## config.mk

```make
export PLATFORM = sky130hd
export DESIGN_NAME = aes_roundtrip_sequencer_flat
export DESIGN_NICKNAME = d
export VERILOG_FILES = /design/src/rtl/aes_tb_pkg.sv /design/src/rtl/aes_roundtrip_sequencer_if.sv /design/src/rtl/aes_roundtrip_sequencer_lfsr.sv /design/src/rtl/aes_roundtrip_sequencer.sv /design/src/flat_wrapper.sv
export SDC_FILE = /design/constraint.sdc
export NUM_CORES = 2
export LEC_CHECK = 0
export BUFFER_PORTS_ARGS = -buffer_cell sky130_fd_sc_hd__buf_2
export CORE_MARGIN = 3
export CORE_UTILIZATION = 45
export CTS_BUF_LIST = sky130_fd_sc_hd__clkbuf_4
export DETAILED_ROUTE_END_ITERATION = 12
export HOLD_SLACK_MARGIN = 0.12
export PLACE_DENSITY = 0.69
export SLEW_MARGIN = 5
export SYNTH_ARGS = -nofsm -noshare
export SYNTH_HDL_FRONTEND = slang
export SYNTH_SLANG_ARGS = --single-unit
```

## constraint.sdc

```tcl
create_clock -name clk -period 5.8 [get_ports clk]
set_input_delay 1.45 -clock clk [delete_from_list [all_inputs] [get_ports clk]]
set_output_delay 1.45 -clock clk [all_outputs]
set_load 0.005 [all_outputs]
```

## src/rtl/aes_tb_pkg.sv

```systemverilog
// Shared types, constants and helpers for the AES round-trip stimulus/checker engine.
package aes_tb_pkg;

    typedef logic         ulogic1;
    typedef logic [127:0] ulogic128;
    typedef logic [255:0] ulogic256;

    typedef enum logic [1:0] {
        KEY_AES128     = 2'd0,
        KEY_AES192     = 2'd1,
        KEY_AES256     = 2'd2,
        KEY_AES256_ALT = 2'd3
    } key_mode_t;

    typedef enum logic [3:0] {
        S_IDLE     = 4'd0,
        S_GEN      = 4'd1,
        S_KEY      = 4'd2,
        S_ENC_REQ  = 4'd3,
        S_ENC_WAIT = 4'd4,
        S_DEC_REQ  = 4'd5,
        S_DEC_WAIT = 4'd6,
        S_CHECK    = 4'd7,
        S_DONE     = 4'd8
    } seq_state_t;

    localparam logic [31:0] SEED_DEFAULT = 32'h1;
    localparam int          GEN_WORDS    = 12;

    // Galois form: shift right, fold the taps back in when the bit shifted out is 1.
    function automatic logic [31:0] lfsr_next(input logic [31:0] value, input logic [31:0] poly);
        logic [31:0] result;
        result = value >> 1;
        if (value[0]) begin
            result = result ^ poly;
        end
        return result;
    endfunction

    function automatic ulogic256 mask_key(input ulogic256 key, input key_mode_t mode);
        ulogic256 result;
        result = key;
        case (mode)
            KEY_AES128: result[127:0] = '0;
            KEY_AES192: result[63:0]  = '0;
            default:    result        = key;
        endcase
        return result;
    endfunction

endpackage

```

## src/rtl/aes_roundtrip_sequencer_if.sv

```systemverilog
// Key-load, request and response channels between the sequencer and the AES core.
interface aes_roundtrip_sequencer_if;
    import aes_tb_pkg::*;

    ulogic1      key_valid;
    ulogic1      key_ready;
    ulogic256    key_out;
    logic [1:0]  key_len;
    ulogic1      req_valid;
    ulogic1      req_ready;
    ulogic1      req_decrypt;
    ulogic128    req_data;
    ulogic1      resp_valid;
    ulogic128    resp_data;

    modport master (
        output key_valid, key_out, key_len, req_valid, req_decrypt, req_data,
        input  key_ready, req_ready, resp_valid, resp_data
    );

    modport slave (
        input  key_valid, key_out, key_len, req_valid, req_decrypt, req_data,
        output key_ready, req_ready, resp_valid, resp_data
    );

endinterface

```

## src/rtl/aes_roundtrip_sequencer_lfsr.sv

```systemverilog
// 32-bit Galois LFSR used as the stimulus source; a zero seed is replaced by the default seed.
module aes_lfsr32
    import aes_tb_pkg::*;
#(
    parameter logic [31:0] LFSR_POLY = 32'h80200003
) (
    input  logic        clk,
    input  logic        resetH,
    input  logic        load,
    input  logic [31:0] load_value,
    input  logic        step,
    output logic [31:0] value
);

    always_ff @(posedge clk) begin
        if (resetH) begin
            value <= SEED_DEFAULT;
        end else if (load) begin
            value <= (load_value == 32'h0) ? SEED_DEFAULT : load_value;
        end else if (step) begin
            value <= lfsr_next(value, LFSR_POLY);
        end
    end

endmodule

```

## src/rtl/aes_roundtrip_sequencer.sv

```systemverilog
// Self-contained AES stimulus/checker: generates key and plaintext, encrypts, decrypts, compares.
module aes_roundtrip_sequencer
    import aes_tb_pkg::*;
#(
    parameter int          NUM_VEC_W = 16,
    parameter int          TIMEOUT   = 1024,
    parameter logic [31:0] LFSR_POLY = 32'h80200003
) (
    input  logic                  clk,
    input  logic                  resetH,
    input  logic                  start,
    input  logic                  abort,
    input  logic [NUM_VEC_W-1:0]  num_vectors,
    input  logic [1:0]            key_mode,
    input  logic [31:0]           seed,
    aes_roundtrip_sequencer_if.master bus,
    output logic                  busy,
    output logic                  done,
    output logic [NUM_VEC_W-1:0]  pass_count,
    output logic [NUM_VEC_W-1:0]  fail_count,
    output logic [NUM_VEC_W-1:0]  first_fail_idx,
    output logic                  timeout_err,
    output logic                  protocol_err
);

    localparam int WAIT_W = $clog2(TIMEOUT + 1);

    seq_state_t           state, next_state;
    logic [3:0]           gen_cnt;
    logic [383:0]         gen_buf;
    key_mode_t            key_len_q;
    logic [NUM_VEC_W-1:0] num_vec_q;
    logic [NUM_VEC_W-1:0] vec_idx;
    logic [WAIT_W-1:0]    wait_cnt;
    ulogic128             ct_q;
    ulogic128             dec_q;
    logic                 key_valid_q;
    logic [31:0]          lfsr_value;
    logic                 lfsr_load;
    logic                 lfsr_step;

    ulogic128 plaintext;
    logic     in_wait;
    logic     wait_expired;
    logic     last_vec;
    logic     check_pass;
    logic     run_start;

    assign plaintext    = gen_buf[127:0];
    assign in_wait      = (state == S_ENC_WAIT) || (state == S_DEC_WAIT);
    assign wait_expired = in_wait && !bus.resp_valid && (wait_cnt == WAIT_W'(TIMEOUT - 1));
    assign last_vec     = ({1'b0, vec_idx} + 1'b1) == {1'b0, num_vec_q};
    assign check_pass   = (dec_q == plaintext) && (ct_q != plaintext);
    assign run_start    = (state == S_IDLE) && start && !abort;

    aes_lfsr32 #(.LFSR_POLY(LFSR_POLY)) u_lfsr (
        .clk        (clk),
        .resetH     (resetH),
        .load       (lfsr_load),
        .load_value (seed),
        .step       (lfsr_step),
        .value      (lfsr_value)
    );

    always_ff @(posedge clk) begin
        if (resetH) begin
            state <= S_IDLE;
        end else begin
            state <= next_state;
        end
    end

    // Abort overrides every transition, including a start sampled in the same cycle.
    always_comb begin
        next_state = state;
        lfsr_load  = 1'b0;
        lfsr_step  = 1'b0;
        case (state)
            S_IDLE: begin
                if (start) begin
                    lfsr_load  = 1'b1;
                    next_state = (num_vectors == '0) ? S_DONE : S_GEN;
                end
            end
            S_GEN: begin
                lfsr_step = 1'b1;
                if (gen_cnt == 4'(GEN_WORDS - 1)) begin
                    next_state = S_KEY;
                end
            end
            S_KEY: begin
                if (key_valid_q && bus.key_ready) begin
                    next_state = S_ENC_REQ;
                end
            end
            S_ENC_REQ: begin
                if (bus.req_ready) begin
                    next_state = S_ENC_WAIT;
                end
            end
            S_ENC_WAIT: begin
                if (bus.resp_valid) begin
                    next_state = S_DEC_REQ;
                end else if (wait_expired) begin
                    next_state = S_DONE;
                end
            end
            S_DEC_REQ: begin
                if (bus.req_ready) begin
                    next_state = S_DEC_WAIT;
                end
            end
            S_DEC_WAIT: begin
                if (bus.resp_valid) begin
                    next_state = S_CHECK;
                end else if (wait_expired) begin
                    next_state = S_DONE;
                end
            end
            S_CHECK:  next_state = last_vec ? S_DONE : S_GEN;
            S_DONE:   next_state = S_IDLE;
            default:  next_state = S_IDLE;
        endcase
        if (abort) begin
            next_state = S_IDLE;
            lfsr_load  = 1'b0;
            lfsr_step  = 1'b0;
        end
    end

    always_comb begin
        bus.req_valid   = 1'b0;
        bus.req_decrypt = 1'b0;
        bus.req_data    = '0;
        case (state)
            S_ENC_REQ: begin
                bus.req_valid = 1'b1;
                bus.req_data  = plaintext;
            end
            S_DEC_REQ: begin
                bus.req_valid   = 1'b1;
                bus.req_decrypt = 1'b1;
                bus.req_data    = ct_q;
            end
            default: begin
                bus.req_valid = 1'b0;
            end
        endcase
    end

    assign bus.key_valid = key_valid_q;
    assign bus.key_out   = mask_key(gen_buf[383:128], key_len_q);
    assign bus.key_len   = key_len_q;

    // key_valid is registered so it rises one cycle after the last GEN word lands.
    always_ff @(posedge clk) begin
        if (resetH) begin
            gen_cnt        <= '0;
            gen_buf        <= '0;
            key_len_q      <= KEY_AES128;
            num_vec_q      <= '0;
            vec_idx        <= '0;
            wait_cnt       <= '0;
            ct_q           <= '0;
            dec_q          <= '0;
            key_valid_q    <= 1'b0;
            busy           <= 1'b0;
            done           <= 1'b0;
            pass_count     <= '0;
            fail_count     <= '0;
            first_fail_idx <= '0;
            timeout_err    <= 1'b0;
            protocol_err   <= 1'b0;
        end else begin
            gen_cnt     <= (state == S_GEN) ? gen_cnt + 4'd1 : 4'd0;
            wait_cnt    <= (in_wait && !abort) ? wait_cnt + 1'b1 : '0;
            key_valid_q <= (state == S_KEY) && !abort && !(key_valid_q && bus.key_ready);
            busy        <= !(next_state == S_IDLE || next_state == S_DONE);

            if (state == S_GEN) begin
                gen_buf <= {gen_buf[351:0], lfsr_next(lfsr_value, LFSR_POLY)};
            end
            if (state == S_ENC_WAIT && bus.resp_valid && !abort) begin
                ct_q <= bus.resp_data;
            end
            if (state == S_DEC_WAIT && bus.resp_valid && !abort) begin
                dec_q <= bus.resp_data;
            end

            if (run_start) begin
                key_len_q      <= key_mode_t'(key_mode);
                num_vec_q      <= num_vectors;
                vec_idx        <= '0;
                pass_count     <= '0;
                fail_count     <= '0;
                first_fail_idx <= '0;
                timeout_err    <= 1'b0;
                protocol_err   <= 1'b0;
                done           <= 1'b0;
            end

            if (state == S_CHECK && !abort) begin
                vec_idx <= vec_idx + 1'b1;
                if (check_pass) begin
                    pass_count <= (&pass_count) ? pass_count : pass_count + 1'b1;
                end else begin
                    fail_count <= (&fail_count) ? fail_count : fail_count + 1'b1;
                    if (fail_count == '0) begin
                        first_fail_idx <= vec_idx;
                    end
                end
            end

            if (wait_expired && !abort) begin
                timeout_err <= 1'b1;
            end
            if (bus.resp_valid && !in_wait) begin
                protocol_err <= 1'b1;
            end
            if (next_state == S_DONE && state != S_DONE) begin
                done <= 1'b1;
            end
        end
    end

endmodule

```

## src/flat_wrapper.sv

```systemverilog
// flat-port wrapper written by rule: the top's interface ports become plain ports
module aes_roundtrip_sequencer_flat import aes_tb_pkg::*;
#(
    parameter int          NUM_VEC_W = 16,
    parameter int          TIMEOUT   = 1024,
    parameter logic [31:0] LFSR_POLY = 32'h80200003
)
  (clk, resetH, start, abort, num_vectors, key_mode, seed, busy, done, pass_count, fail_count, first_fail_idx, timeout_err, protocol_err, bus_key_valid, bus_key_out, bus_key_len, bus_req_valid, bus_req_decrypt, bus_req_data, bus_key_ready, bus_req_ready, bus_resp_valid, bus_resp_data);
  aes_roundtrip_sequencer_if bus_i ();
  input  logic clk;
  input  logic resetH;
  input  logic start;
  input  logic abort;
  input  logic [NUM_VEC_W-1:0] num_vectors;
  input  logic [1:0] key_mode;
  input  logic [31:0] seed;
  output logic busy;
  output logic done;
  output logic [NUM_VEC_W-1:0] pass_count;
  output logic [NUM_VEC_W-1:0] fail_count;
  output logic [NUM_VEC_W-1:0] first_fail_idx;
  output logic timeout_err;
  output logic protocol_err;
  output wire logic [$bits(bus_i.key_valid)-1:0] bus_key_valid;
  output wire logic [$bits(bus_i.key_out)-1:0] bus_key_out;
  output wire logic [$bits(bus_i.key_len)-1:0] bus_key_len;
  output wire logic [$bits(bus_i.req_valid)-1:0] bus_req_valid;
  output wire logic [$bits(bus_i.req_decrypt)-1:0] bus_req_decrypt;
  output wire logic [$bits(bus_i.req_data)-1:0] bus_req_data;
  input wire logic [$bits(bus_i.key_ready)-1:0] bus_key_ready;
  input wire logic [$bits(bus_i.req_ready)-1:0] bus_req_ready;
  input wire logic [$bits(bus_i.resp_valid)-1:0] bus_resp_valid;
  input wire logic [$bits(bus_i.resp_data)-1:0] bus_resp_data;
  assign bus_key_valid = bus_i.key_valid;
  assign bus_key_out = bus_i.key_out;
  assign bus_key_len = bus_i.key_len;
  assign bus_req_valid = bus_i.req_valid;
  assign bus_req_decrypt = bus_i.req_decrypt;
  assign bus_req_data = bus_i.req_data;
  assign bus_i.key_ready = bus_key_ready;
  assign bus_i.req_ready = bus_req_ready;
  assign bus_i.resp_valid = bus_resp_valid;
  assign bus_i.resp_data = bus_resp_data;
  aes_roundtrip_sequencer #(.NUM_VEC_W(NUM_VEC_W), .TIMEOUT(TIMEOUT), .LFSR_POLY(LFSR_POLY)) u_core (.clk(clk), .resetH(resetH), .start(start), .abort(abort), .num_vectors(num_vectors), .key_mode(key_mode), .seed(seed), .bus(bus_i), .busy(busy), .done(done), .pass_count(pass_count), .fail_count(fail_count), .first_fail_idx(first_fail_idx), .timeout_err(timeout_err), .protocol_err(protocol_err));
endmodule
```

---- Word level (Yosys, flattened, before mapping) ----
Cells that the tools add are included.
operators by class
  add/sub/neg operators ................... 6
  equality and inequality tests ........... 17
  muxes and demuxes ....................... 44
  bitwise gates (word level) .............. 3
  reduce and logical (&&, ||, !) cells .... 41
operators by type and width
  cell                     number
  $pmux W128 S2            1
  $mux W16                 14
  $eq A128 B128 Y1         1
  $mux W32                 4
  $mux W64                 2
  $ne A128 B128 Y1         1
  $add A16 B1 Y16 const B  3
  $mux W4                  11
  $logic_not A16 Y1        2
  $logic_not A32 Y1        1
  $pmux W4 S8              1
  $reduce_and A16 Y1       2
  $add A16 B1 Y17 const B  1
  $eq A17 B16 Y1           1
  $logic_and A1 B1 Y1      17
  $eq A4 B3 Y1 const B     4
  $add A11 B1 Y11 const B  1
  $eq A11 B10 Y1 const B   1
  $mux W1                  11
  $reduce_bool A2 Y1       5
  $eq A4 B2 Y1 const B     2
  $eq A4 B4 Y1 const B     2
  $logic_not A4 Y1         2
  $reduce_or A2 Y1         4
  11 further kinds         17
storage, ports and cells
  bits in registers ....................... 778
  bits of input ports ..................... 185
  output and inout port bits .............. 441
  logic and storage cells ................. 129

---- Longest topological paths before layout ----
  word-level depth ........................ 11
  mapped depth ............................ 10
  depth with buffers taken out ............ 9

---- By module ----
From an unflattened synthesis, not the netlist that was laid out.
second synthesis, totals
  cell total of the unflattened synthesis .. 4413
  area, all modules ....................... 34444.3 um2
modules (own cells, without submodules)
  module                   instances  cells each  area an instance (um2)  sequential area each (um2)
  aes_roundtrip_sequencer  1          4225        32881.5                 14934.3
  aes_lfsr32               1          188         1562.7                  640.6

---- Worst setup path after synthesis ----
OpenSTA, ideal clock, no wires.
  path type ............................... input-to-reg
  from .................................... in abort
  to ...................................... reg u_core.pass_count[8]
  library setup time ...................... 0.058 ns
  arrival ................................. 3.091 ns
  data required time ...................... 5.742 ns
  slack ................................... 2.651 ns
  stages on the path ...................... 7
  buffers on the path ..................... 1
  cell sequence ........................... inv_1 nand4_1 or4_1 or4_1 buf_6 nor3_2 a211o_1
between the ends
  word-level cells in the longest chain between the ends .. 5
  elaborated cells between the ends (all ways) .. 7
  those cells by class .................... eq/ne (1); mux (3); reduce/logical (3)
ends and longest elaborated chain
  item                  RTL line                                                       source
  start, declared       flat_wrapper.sv:13                                             input logic abort;
  $logic_not A1 Y1 (*)  aes_roundtrip_sequencer.sv:54, aes_roundtrip_sequencer.sv:202
  $logic_and A1 B1 Y1   aes_roundtrip_sequencer.sv:54                                  assign run_start = (state == S_IDLE) && start && !abort;
  $mux W16              aes_roundtrip_sequencer.sv:190                                 if (run_start) begin
  $mux W16              aes_roundtrip_sequencer.sv:204                                 if (check_pass) begin
  $mux W16              aes_roundtrip_sequencer.sv:202                                 if (state == S_CHECK && !abort) begin
  end signal, assigned  aes_roundtrip_sequencer.sv:205                                 pass_count <= (&pass_count) ? pass_count : pass_count + 1'b1;
  end, declared         aes_roundtrip_sequencer.sv:19                                  output logic [NUM_VEC_W-1:0] pass_count,
Every way passes the cells marked *; elsewhere a longest branch is shown, timed or not.
A chain may end at the register's enable or synchronous reset.

---- Worst setup path in the final report ----
  from .................................... reg u_core.state[1]
  to ...................................... out bus_req_data[13]
between the ends
  word-level cells in the longest chain between the ends .. 2
  elaborated cells between the ends (all ways) .. 3
  those cells by class .................... eq/ne (2); mux (1)
ends and longest elaborated chain
  item                                                 RTL line                        source
  start, declared                                      aes_roundtrip_sequencer.sv:28   seq_state_t state, next_state;
  start signal, assigned                               aes_roundtrip_sequencer.sv:69   state <= next_state;
  $eq A4 B3 Y1 / $eq A4 B2 Y1 (equally long branches)  aes_roundtrip_sequencer.sv:135  case (state)
  $pmux W128 S2 (*)                                    aes_roundtrip_sequencer.sv:135
  end, declared                                        flat_wrapper.sv:29              output wire logic [$bits(bus_i.req_data)-1:0] bus_req_data;
Marked as above.

==> results by group <==
Status
  – Status: complete, no violations

Critical path
  – WS Path Type: flip-flop to primary output
  – Critical Path Sink Type: primary output
  – Max FO, Critical Path: 91
  – Worst Path Required: 4350 ps
  – Worst Path Arrival: 3520 ps
  – Worst Setup Start Kind: flip-flop

Timing
  – Slew @ Worst Pin: 1260 ps
  – Slew Viols, Final: 0
  – Period utilisation layout: 0.857
  – FMAX: 0.201 GHz
  – Final Hold Viols: 0
  – Crit path time final: 4970 ps
  – Setup TNS: 0 ps
  – Clk_skew: 99.3 ps
  – Setup violations, final: 0
  – Rel. slew slack: 0.160
  – RSZ-0062 raised after global routing: false

Power
  – Max VDD drop: 151 uV
  – Sequential share of power: 0.505
  – Leak: 0.0150 uW
  – NetSw: 2720 uW
  – Clock power share: 0.450
  – Net Sw Frac: 0.254
  – Gate power share: 0.045
  – PwrDens: 270 mW/mm2
  – Internal power: 7980 uW

Clocking
  – Cts-stage hold buffer count: 0
  – H-Tree Level Count: 4
  – Setup Buffers After CTS: 0
  – Worst-path clk slew: 70 ps
  – Worst skew pair latency: 1090 ps
  – CTS tree: done
  – Sinks on Clock Net: 778
  – Clock Path Buffers: 3
  – Post-cts resize count: 0
  – Root Buffer Master: clkbuf_4
  – Cts bufs inserted: 202

Cells and area
  – Nets: 5056
  – Post-Layout Cell Count: 5995
  – Share of cells above drive strength 1: 0.201
  – P&R area growth vs syn: 15.2%
  – Fillcell total: 7529
  – Post-route cell area: 0.0397 mm2

Global route
  – Largest net degree at the start of global routing: 226
  – Vias in the first global route: 30900
  – GRT Util Overall: 0.327
  – First-pass GRT wire length: 195000 um
  – Initial antenna violation count: 32
  – Global route overflow: 0

Synth
  – Sequential fraction of the synthesis area: 0.452
  – Synth warn: 0
  – Post-synth EDFFs: 0
  – Mapped Avg Cell Area: 7.75 um2
  – Area share of the largest cell type after synthesis: 0.452
  – Most common cell in the netlist: nand2_1
  – Flops & latches, synth: 778
  – Yosys cell types: 61
  – Dominant synthesized flop cell: dfxtp_1
  – Synthesized instance count: 4444
  – Commonest cells post-synth: nand2_1, dfxtp_1, a21oi_1
  – Cell taking the most area after synthesis: dfxtp_1
  – Post-Syn Nets: 4635
  – Asr flop ratio synth: 0
  – Mapped Area: 0.0344 mm2
  – Top cells by area, synth: dfxtp_1, nand2_1, a21oi_1, xnor2_1, a22o_1

Floorplan
  – FP Rows: 100
  – Vert. Die Dim: 283 um
  – Width of the chip: 283 um
  – I/O pin cnt: 626
  – Die area: 0.0799 mm2
  – Initial core utilization: 0.459
  – Core area: 0.0751 mm2

Drt
  – Routed Antenna Nets: 0
  – Drt wl/cell: 22.9 um
  – Post-route DRC: 0
  – 1st-iter DRT viols: 4039
  – Via Count: 33800
  – Final WL: 137000 um
  – Pre-antenna DRT Iters: 6
  – Post-DR vias/cell: 5.64

Place
  – PortBufs: 625
  – Global placement routability congestion: 1.05
  – Placed cell count: 5630
  – Area after DPL: 0.0371 mm2
  – HPWL after DPL: 97700 um

Hold path
  – Tightest Hold Check Type: flip-flop to flip-flop

Run
  – Max-cap check violation count: 0
final timing paths:
path / to / cells after the start / startpoint / slack [ps]
hold reg to reg: u_core.gen_buf[237] / 2 / u_core.gen_buf[205] / 420
setup reg to reg: u_core.first_fail_idx[14] / 9 / u_core.gen_buf[98] / 1980
hold / removal: u_core.gen_buf[237] / 2 / u_core.gen_buf[205] / 420
setup / recovery: bus_req_data[13] / 4 / u_core.state[1] / 830
metal layers:
metal	GRT usage	part of all wire	wire length, um	vias to the layer above
li1	-	-	-	15700
met1	0.399	0.38	52100	15800
met2	0.501	0.44	60300	1928
met3	0.0853	0.11	14400	435
met4	0.230	0.075	10300	14
met5	0	0.00060	83	-
cell type report:
cell class / count / area, um2 / area share
Clock buffer: 312 / 2340 / 0.0590
Tap cell: 969 / 1210 / 0.0306
Clock inverter: 36 / 216 / 0.00546
Antenna cell: 17 / 42.5 / 0.00107
Inverter: 17 / 63.8 / 0.00161
Sequential cell: 778 / 15600 / 0.393
Timing Repair Buffer: 656 / 3510 / 0.0884
Multi-Input combinational cell: 3210 / 16700 / 0.421
worst max-delay path: stages, from the launching register on:
cell	delay, ps
dfxtp_1	670
and3_4	690
buf_12	480
a22o_1	360
buf_2	170
power groups by stage:
| stage | clock (uW) | combinational [uW] | sequential (uW) |
|---|---|---|---|
| 3_5_place_dp | 0 | 472 | 5530 |
| 4_1_cts | 4900 | 473 | 5410 |
| 6_report | 4810 | 482 | 5410 |
| 2_1_floorplan | 0 | 269 | 5510 |
| 5_1_grt | 5190 | 513 | 5410 |
| 3_3_place_gp | 0 | 473 | 5530 |
kinds of logic (layout without fill, tap and decap cells):
| kind of cell | after synthesis | count (layout) | share of synthesized area |
|---|---|---|---|
| muxes | 19 | 19 | 0.00560 |
| DFF | 778 | 778 | 0.452 |
| other | 0 | 17 | 0 |
| xor gates and xnor gates | 278 | 278 | 0.0711 |
| buffers and inverters | 456 | 1021 | 0.0644 |
| adders and majority gates | 6 | 6 | 0.00218 |
| AOI/OAI and AO/OA | 951 | 951 | 0.161 |
| and+or+nand+nor | 1956 | 1956 | 0.244 |
placed cells by master, fill, tap and decap left out, drive strengths merged, types with 13 or more instances in the layout:
cell    Yosys  layout
a311oi     29      29
and3       23      23
nand4      76      76
nor4       36      36
a22o      132     132
clkbuf    299     312
buf       140     656
clkinv      0      25
mux2i      17      17
xnor2     264     264
inv        17      26
a21oi     701     701
diode       0      17
nor2      108     108
nand3      42      42
nor3       24      24
nand2    1427    1427
nand2b     32      32
nor2b      69      69
o21ai      30      30
xor2       13      13
dfxtp     778     778
and2       71      71
or3        18      18
registers in the layout, indices dropped and copies added, names as in the netlist, 11 cells and up:
| name | cells |
|---|---|
| u_core.wait_cnt | 11 |
| u_core.fail_count | 16 |
| u_core.pass_count | 16 |
| u_core.dec_q | 128 |
| u_core.num_vec_q | 16 |
| u_core.ct_q | 128 |
| u_core.vec_idx | 16 |
| u_core.gen_buf | 384 |
| u_core.u_lfsr.value | 32 |
| u_core.first_fail_idx | 16 |
metrics by stage:
step / util / worst slack, ps / hold WS, ps / power, uW
after global routing: 0.528 / 736 / 434 / 11100
final: 0.528 / 831 / 415 / 10700
after floorplan: - / 2650 / 413 / 5780
after CTS: 0.528 / 824 / 415 / 10800
after global placement: 0.494 / 1850 / 430 / 6000
after detailed placement: 0.494 / 1830 / 438 / 6000
No activity file was read; power rests on OpenSTA's default activity.
